==> config.mk <==
export PLATFORM = sky130hd
export DESIGN_NAME = fetch_predictor
export DESIGN_NICKNAME = d
export VERILOG_FILES = /design/src/rtl/fetch_predictor.sv
export SDC_FILE = /design/constraint.sdc
export NUM_CORES = 1
export LEC_CHECK = 0
export CAP_MARGIN = 20
export CORE_MARGIN = 1.5
export CORE_UTILIZATION = 59
export DETAILED_ROUTE_END_ITERATION = 8
export GPL_ROUTABILITY_DRIVEN = 0
export PLACE_DENSITY_LB_ADDON = 0.05
export SLEW_MARGIN = 25
export SYNTH_ARGS = -nofsm -noshare
export SYNTH_HDL_FRONTEND = slang
export SYNTH_SLANG_ARGS = --single-unit
==> constraint.sdc <==
create_clock -name clk -period 6.2 [get_ports clk]
set_input_delay 1.24 -clock clk [delete_from_list [all_inputs] [get_ports clk]]
set_output_delay 1.24 -clock clk [all_outputs]
set_load 0.01 [all_outputs]
==> src/rtl/fetch_predictor.sv <==
// rtl/fetch_predictor.sv - single-stage instruction fetch with static JAL and 2-bit BHT branch prediction
//
// Ports:
//   clk, rst_n            clock, synchronous active-low reset
//   imem_addr             fetch address (the PC register)
//   imem_rdata            instruction at imem_addr, combinational read
//   out_valid/out_ready   registered fetch packet handshake
//   out_pc, out_inst      packet PC and instruction word
//   out_pred_taken        prediction applied to the packet
//   out_pred_pc           address fetched after the packet
//   redirect_valid/_pc    execute-stage flush to a corrected address
//   upd_valid/_pc/_taken  resolved conditional branch outcome for BHT training

module fetch_predictor #(
    parameter int          XLEN        = 32,
    parameter int          BHT_ENTRIES = 64,
    parameter logic [XLEN-1:0] RESET_PC = 32'h0000_0000
) (
    input  logic            clk,
    input  logic            rst_n,
    output logic [XLEN-1:0] imem_addr,
    input  logic [31:0]     imem_rdata,
    output logic            out_valid,
    input  logic            out_ready,
    output logic [XLEN-1:0] out_pc,
    output logic [31:0]     out_inst,
    output logic            out_pred_taken,
    output logic [XLEN-1:0] out_pred_pc,
    input  logic            redirect_valid,
    input  logic [XLEN-1:0] redirect_pc,
    input  logic            upd_valid,
    input  logic [XLEN-1:0] upd_pc,
    input  logic            upd_taken
);

    localparam int IDX_W = $clog2(BHT_ENTRIES);
    localparam logic [6:0] OP_BRANCH = 7'b1100011;
    localparam logic [6:0] OP_JAL    = 7'b1101111;

    logic [XLEN-1:0] pc_q, pc_d;
    logic            out_valid_q, out_valid_d;
    logic [XLEN-1:0] out_pc_q, out_pc_d;
    logic [31:0]     out_inst_q, out_inst_d;
    logic            out_pred_taken_q, out_pred_taken_d;
    logic [XLEN-1:0] out_pred_pc_q, out_pred_pc_d;
    logic [1:0]      bht_q [BHT_ENTRIES];
    logic [1:0]      bht_d [BHT_ENTRIES];

    logic [6:0]      opcode;
    logic [XLEN-1:0] b_imm;
    logic [XLEN-1:0] j_imm;
    logic [IDX_W-1:0] lookup_idx;
    logic [IDX_W-1:0] upd_idx;
    logic            pred_taken;
    logic [XLEN-1:0] pred_pc;
    logic            advance;

    // Only the index bits of the update PC select a counter.
    logic unused_upd_bits;
    assign unused_upd_bits = ^{upd_pc[XLEN-1:IDX_W+2], upd_pc[1:0]};

    assign opcode     = imem_rdata[6:0];
    assign b_imm      = {{(XLEN-12){imem_rdata[31]}}, imem_rdata[7], imem_rdata[30:25],
                         imem_rdata[11:8], 1'b0};
    assign j_imm      = {{(XLEN-20){imem_rdata[31]}}, imem_rdata[19:12], imem_rdata[20],
                         imem_rdata[30:21], 1'b0};
    assign lookup_idx = pc_q[IDX_W+1:2];
    assign upd_idx    = upd_pc[IDX_W+1:2];
    assign advance    = !out_valid_q || out_ready;

    // Lookup reads bht_q, so a same-cycle update to this index is seen only next cycle.
    always_comb begin
        pred_taken = 1'b0;
        pred_pc    = pc_q + XLEN'(4);
        if (opcode == OP_JAL) begin
            pred_taken = 1'b1;
            pred_pc    = pc_q + j_imm;
        end else if (opcode == OP_BRANCH && bht_q[lookup_idx][1]) begin
            pred_taken = 1'b1;
            pred_pc    = pc_q + b_imm;
        end
    end

    always_comb begin
        pc_d             = pc_q;
        out_valid_d      = out_valid_q;
        out_pc_d         = out_pc_q;
        out_inst_d       = out_inst_q;
        out_pred_taken_d = out_pred_taken_q;
        out_pred_pc_d    = out_pred_pc_q;
        if (redirect_valid) begin
            // Flush: the word currently on imem_rdata belongs to the wrong path.
            pc_d        = redirect_pc;
            out_valid_d = 1'b0;
        end else if (advance) begin
            pc_d             = pred_pc;
            out_valid_d      = 1'b1;
            out_pc_d         = pc_q;
            out_inst_d       = imem_rdata;
            out_pred_taken_d = pred_taken;
            out_pred_pc_d    = pred_pc;
        end
    end

    always_comb begin
        for (int i = 0; i < BHT_ENTRIES; i++) begin
            bht_d[i] = bht_q[i];
        end
        if (upd_valid) begin
            if (upd_taken) begin
                if (bht_q[upd_idx] != 2'b11) begin
                    bht_d[upd_idx] = bht_q[upd_idx] + 2'b01;
                end
            end else begin
                if (bht_q[upd_idx] != 2'b00) begin
                    bht_d[upd_idx] = bht_q[upd_idx] - 2'b01;
                end
            end
        end
    end

    always_ff @(posedge clk) begin
        if (!rst_n) begin
            pc_q             <= RESET_PC;
            out_valid_q      <= 1'b0;
            out_pc_q         <= '0;
            out_inst_q       <= '0;
            out_pred_taken_q <= 1'b0;
            out_pred_pc_q    <= '0;
            for (int i = 0; i < BHT_ENTRIES; i++) begin
                bht_q[i] <= 2'b01;
            end
        end else begin
            pc_q             <= pc_d;
            out_valid_q      <= out_valid_d;
            out_pc_q         <= out_pc_d;
            out_inst_q       <= out_inst_d;
            out_pred_taken_q <= out_pred_taken_d;
            out_pred_pc_q    <= out_pred_pc_d;
            for (int i = 0; i < BHT_ENTRIES; i++) begin
                bht_q[i] <= bht_d[i];
            end
        end
    end

    assign imem_addr      = pc_q;
    assign out_valid      = out_valid_q;
    assign out_pc         = out_pc_q;
    assign out_inst       = out_inst_q;
    assign out_pred_taken = out_pred_taken_q;
    assign out_pred_pc    = out_pred_pc_q;

endmodule

Word level (Yosys, flattened, before mapping):

Memory sizes are Yosys's and may differ from the RTL's. A register that Yosys moved wholly into a read port is not among the register bits.
Index checks and enable logic that the tools add are counted.

* word-level logic and storage cells: 174
* register bits after elaboration: 130
* memories: 1
* output and inout bits: 130
* bits in writable memories: 128
* bits of input ports: 102

* $lt $le $gt $ge: 2
* bitwise gates (word level): 67
* multiplexer cells: 82
* add/sub/neg operators: 5
* reductions and logical operators: 8
* equal/unequal tests: 3

Memory list
* bht_q: depth 64, bits a word 2, read ports 66, clocked after memory_dff 1, wr ports 64, line 46 `logic [1:0] bht_q [BHT_ENTRIES];`

Operators by type and width (number)
* $mux 128: 4
* $bwmux 128: 2
* $mux 2: 65
* $mux 32: 4
* $add 32x32->32: 2
* $or 1x1->1: 64
* $add 32x3->32 const B: 1
* $eq 7x7->1 const B: 2
* $demux 2 s6: 1
* $mux 6: 2
* $ge 7x7->1 const B: 1
* $lt 7x1->1 const B: 1
* $not 6->7: 1
* $mux 1: 4
* $reduce_bool 2->1: 2
* $add 2x1->2 const B: 1
* $logic_and 1x1->1: 2
* $ne 2x2->1 const B: 1
* $not 1->1: 2
* $reduce_and 2->1: 1
* $reduce_or 2->1: 1
* $sub 2x1->2 const B: 1
* $logic_not 1->1: 1
* $logic_or 1x1->1: 1

Longest topological paths before layout:

Gate-level depths: netlist (run 1).

* depth in word-level cells: 10
* gate-level depth with buffers: 20
* depth with buffers taken out: 15

Worst setup path before layout (run 1):

No wires, ideal clock.

* path kind: input port to flip-flop
* from: input port upd_pc[3]
* to: memory bht_q[32][1]
* stages: 20
* arrival time: 4131 ps
* library setup time: 76 ps
* slack: 1994 ps
* data required time: 6124 ps
* path through: buf_2 nand2_1 or2_2 buf_2 o22ai_1 nor4_1 o22a_1 o221ai_1 nor4_1 inv_1 clkbuf_1 ha_1 mux2i_1 and2_1 clkbuf_1 nand2_1 clkbuf_1 nor2_1 nand2_1 a21boi_0

RTL lines
* start: declaration: line 32 `input logic [XLEN-1:0] upd_pc,`
* end: declaration: line 46

==> results of run 1 <==
-- power by group through the flow --
stage               clock (mW)  sequential (mW)  combinational (mW)
finish                    1.71             1.82               0.781
global route              1.79             1.82               0.846
CTS                       1.72             1.82               0.769
detailed placement           0             1.85               0.764
global placement             0             1.85               0.750
floorplan                    0             1.85               0.466
-- per-stage QoR --
stage	power, mW	instances
CTS	4.31	2463
global route	4.46	2464
floorplan	2.32	2005
global placement	2.60	2415
finish	4.31	2464
detailed placement	2.62	2415
-- per-layer routing --
metal | GRT usage (%) | wire, um | vias up
li1 | - | - | 7368
met3 | 4.27 | 3390 | 182
met4 | 19.4 | 2760 | 0
met5 | 0 | 0 | -
met1 | 46.0 | 19700 | 7255
met2 | 59.1 | 23100 | 739
-- synthesized netlist by cell type, types with 10 or more instances --
library cell    n  share of area [%]
nand2_1       314                7.7
dfxtp_1       263                 35
nor2_1        224                5.5
o21ai_0       199                6.5
clkbuf_1      139                3.4
a21boi_0      133                6.6
a21oi_1        81                2.7
nor3_1         80                2.6
ha_1           46                3.8
o22ai_1        46                1.9
a22oi_1        39                1.9
nand3_1        36                1.2
xnor2_1        32                1.8
inv_1          23               0.57
xor2_1         22                1.3
nand4_1        19               0.78
a211oi_1       16               0.79
and3_1         16               0.66
mux4_2         16                2.4
a21o_1         15               0.74
o21a_1         14               0.69
nor4_1         13               0.53
mux2i_1        12               0.79
o211ai_1       12               0.59
o21ai_1        11               0.36
o31ai_1        11               0.54
buf_2          10               0.33
or2_2          10               0.41
-- how the worst min path moves through the flow --
stage | startpoint | endpoint | slack [ps] | cells after the start
2_1_floorplan | imem_addr[0] | out_pc[0] | 450 | 2
3_3_place_gp | out_pred_pc[21] | out_pred_pc[21] | 450 | 2
3_5_place_dp | out_pred_pc[21] | out_pred_pc[21] | 450 | 2
4_1_cts | out_pred_pc[21] | out_pred_pc[21] | 460 | 2
5_1_grt | out_pred_pc[21] | out_pred_pc[21] | 480 | 2
6_report | out_pred_pc[21] | out_pred_pc[21] | 460 | 2
-- cells by family after synthesis --
family / count (synthesis) / share of synthesized area (%)
and+or+nand+nor: 762 / 21.8
AOI/OAI and AO/OA: 657 / 28.1
DFF: 263 / 34.6
buffers and inverters: 191 / 5.17
xor gates and xnor gates: 54 / 3.10
adders and majority gates: 48 / 4.04
muxes: 30 / 3.30
-- layout make-up --
class                      count  area (sq um)  share of cell area, %
timing repair buffer         248          2410                   13.2
tap                          330           413                   2.25
inverter                      23          86.3                  0.471
sequential                   263          5270                   28.7
antenna                        1          2.50                 0.0137
clock buffer                  35           756                   4.12
clock inverter                13           174                  0.949
multi-input combinational   1551          9220                   50.3
-- worst max-delay path: stages --
cell	delay, ps
clkdlybuf4s50_1	630
nand3_1	590
o22ai_1	190
nor4_1	340
buf_4	190
o22a_1	130
o221ai_1	120
nor4_1	360
inv_1	120
ha_1	210
mux2i_1	100
and2_1	280
nand2_1	310
buf_12	250
nor2_1	170
nand2_1	90
a21boi_0	200
==> metrics.yaml, run 1 <==
final_layout:
  fill_cells: 2030
  final_cell_area_sq_mm: 0.0183
  drive_gt1_share_pct: 6.66
  layout_commonest_cell: "nand2_1"
  nets: 2264
  syn_to_final_growth_pct: 20.3
  fin_util_pct: 72.6
  final_cell_mix: "313 x nand2_1, 263 x dfxtp_1, 223 x nor2_1"
timing:
  max_clock_freq_ghz: 0.198
  slew_headroom_pct: 39.8
  holdWs_ps: 455
  setup_ws_ps: 1140
  skew_ps: 12.8
  setup_tns_ps: 0
  period_minus_slack_ps: 5060
  tightest_slew_ps: 902
  setup_violations: 0
  fin_crit_sh_pct: 81.6
  final_hold_viol_count: 0
  report.final.slew_viol_count: 0
  rsz0062_at_grt: "false"
pwr:
  p_int_mw: 3.07
  power_frac_seq_pct: 42.2
  p_comb_share_pct: 18.1
  powerDensity_mw_per_mm2: 235
  swShare_pct: 28.7
  leakage_nw: 6.57
  max-vdd-ir-drop_mv: 0.238
  clockPowerShare_pct: 39.7
  switchingPower_mw: 1.24
yosys:
  synth_cell_types: 81
  synth.yosys.seq_area_share_pct: 34.6
  ys_ff_latch: 263
  synth_edf_count: 0
  syn-instance-count: 2005
  yosys_warnings: 0
  synthFlopType: "dfxtp_1"
  synthArstFlopShare_pct: 0
  syn_nets: 2155
  syn_area_sq_mm: 0.0152
  syn_area_per_cell_sq_um: 7.60
setup_path:
  critPathMaxFanout: 15
  required_ps: 6680
  reg2reg_slack_ps: 2280
  critPathCaptureType: "flop"
  r2r_cells: 12
  crit_end: "bht_q[19][1]"
  cp-startpoint: "upd_pc[2]"
  startpoint_type: "input pin"
  arrival_ps: 5540
  timing.rr.end: "imem_addr[29]"
  r2r-start: "imem_addr[2]"
  worst-setup-path-type: "in -> reg"
hold_path:
  hold_class: "reg -> reg"
run:
  cap_violations: 0
route:
  wl_per_cell_um: 19.9
  firstDrtPassIters: 6
  dr.first_iter.drc_count: 1583
  ant_nets: 0
  route.vias.total: 15500
  drc: 0
  vias_per_cell: 6.31
  wirelength_mm: 49.0
die:
  die-height_um: 164
  die_w_um: 164
  die_area_sq_mm: 0.0268
  rows: 58
  start_util_pct: 60.3
  io_pins: 232
  core_sq_mm: 0.0253
placed_design:
  pre_cts_ws_ps: 692
  place_area_sq_mm: 0.0174
  io_buffers: 205
  dp_hpwl_mm: 33.6
cts:
  postCtsSetupBuffers: 0
  cts_buffers: 27
  clock-sinks: 263
  clockBufferDepth: 3
  cts_resized: 0
  cts_tree: "done"
  holdBufCountCts: 0
  htree_num_levels: 1
  cts.clk_slew.worst_paths_ps: 60
  cts_root_buf: "clkbuf_16"
  clk_latency_ps: 560
global_routing:
  grt_max_degree: 110
  grt_pass1_wl_mm: 77.0
  first_global_vias: 14500
  overflow: 0
  antenna_found_initial: 1
  grtUsageTotal_pct: 35.9
outcome:
  outcome: "finished clean"
Note: power is estimated with default switching activity, not from simulation.
==> run 2: changes to the inputs <==
--- a/config.mk
+++ b/config.mk
@@ -7,7 +7,7 @@
 export LEC_CHECK = 0
 export CAP_MARGIN = 20
 export CORE_MARGIN = 1.5
-export CORE_UTILIZATION = 59
+export CORE_UTILIZATION = 50
 export DETAILED_ROUTE_END_ITERATION = 8
 export GPL_ROUTABILITY_DRIVEN = 0
 export PLACE_DENSITY_LB_ADDON = 0.05
==> constraint.sdc (replaced) <==
create_clock -name clk -period 4.2 [get_ports clk]
set_input_delay 0.84 -clock clk [delete_from_list [all_inputs] [get_ports clk]]
set_output_delay 0.84 -clock clk [all_outputs]
set_load 0.01 [all_outputs]
==> metrics.yaml, run 2 (synthesis results as in run 1) <==
die:
  io_pins: 232
  die_area_sq_mm: 0.0315
  die-height_um: 178
  rows: 63
  die_w_um: 178
  start_util_pct: 51.1
  core_sq_mm: 0.0298
cts:
  clockBufferDepth: 3
  clock-sinks: 263
  cts_root_buf: "clkbuf_16"
  cts_tree: "done"
  cts_buffers: 29
  holdBufCountCts: 0
  htree_num_levels: 1
  cts.clk_slew.worst_paths_ps: 60
  cts_resized: 0
  clk_latency_ps: 570
  postCtsSetupBuffers: 0
route:
  dr.first_iter.drc_count: 1552
  wl_per_cell_um: 19.6
  drc: 0
  route.vias.total: 15800
  vias_per_cell: 6.00
  firstDrtPassIters: 6
  wirelength_mm: 51.8
  ant_nets: 0
placed_design:
  dp_hpwl_mm: 37.2
  io_buffers: 205
final_layout:
  fill_cells: 2674
  drive_gt1_share_pct: 11.6
  syn_to_final_growth_pct: 26.7
  seq_area_sq_mm: 0.00527
  nets: 2379
  antenna_cells: 0
  multiInputGateArea_sq_mm: 0.00924
  layout_commonest_cell: "nand2_1"
  fin_util_pct: 64.8
  final_cell_mix: "313 x nand2_1, 263 x dfxtp_1, 223 x nor2_1"
pwr:
  max-vdd-ir-drop_mv: 0.389
  p_total_mw: 6.56
  powerDensity_mw_per_mm2: 340
  leakage_nw: 7.14
timing:
  fin_crit_sh_pct: 95.2
  rsz0062_at_grt: "false"
  skew_ps: 21.4
  setup_violations: 0
  max_clock_freq_ghz: 0.250
  holdWs_ps: 460
  final_hold_viol_count: 0
  slew_headroom_pct: 39.6
  report.final.slew_viol_count: 0
  tightest_slew_ps: 905
  period_minus_slack_ps: 4000
setup_path:
  required_ps: 4670
  startpoint_type: "input pin"
  worst-setup-path-type: "in -> reg"
  critPathCaptureType: "flop"
  arrival_ps: 4470
  critPathMaxFanout: 3
global_routing:
  grt_max_degree: 98
  grtUsageTotal_pct: 32.3
  first_global_vias: 14700
  overflow: 0
  antenna_found_initial: 0
  grt_pass1_wl_mm: 80.6
outcome:
  outcome: "finished clean"
hold_path:
  hold_class: "reg -> reg"
run:
  cap_violations: 0
## run 2: worst max-delay path, stage by stage
cell and delay [ps]:
clkdlybuf4s50_1 550, ha_1 190, inv_1 50, fa_1 390, nand2b_1 180, a211oi_1 280
buf_4 180, o2111ai_1 210, a211oi_1 310, buf_4 160, nor2_1 60, o31ai_1 290
mux2i_1 250, nand3_1 140, mux2i_1 170, a31o_2 220
## run 2: final timing paths
kind                        from  depth (start not counted)  slack (ps)               to
hold / removal        out_pc[21]                          2         460       out_pc[21]
hold reg to reg       out_pc[21]                          2         460       out_pc[21]
setup reg to reg            flop                         10         380    imem_addr[20]
setup / recovery  imem_rdata[21]                         16         200  out_pred_pc[31]
## run 2: metrics by stage
stage	setup slack, ps	cell area [sq um]	TNS [ps]	instances
2_1_floorplan	394	15200	0	2005
3_3_place_gp	-377	18300	-32960	2588
3_5_place_dp	-369	18300	-37740	2588
4_1_cts	181	19300	0	2640
5_1_grt	51.4	19300	0	2640
6_report	202	19300	0	2640
## run 2: area by class of cell
type                            count  area share [%]
Multi-Input combinational cell   1551            47.8
Sequential cell                   263            27.3
Timing Repair Buffer              361            16.9
Clock buffer                       37            4.12
Tap cell                          390            2.53
Clock inverter                     15           0.901
Inverter                           23           0.447
## run 2: power breakdown
part	internal, mW	switching [mW]
sequential	2.58	0.0890
combinational	0.582	0.706
clock	1.52	1.08
total	4.69	1.87
## run 2: layer usage
layer	share of wire, %	GRT usage (%)	up-vias	wire (um)
li1	-	-	7586	-
met1	43	42.7	7436	22100
met2	47	54.1	703	24200
met3	7.3	3.77	117	3790
met4	3.5	11.7	0	1800
met5	0	0	-	0
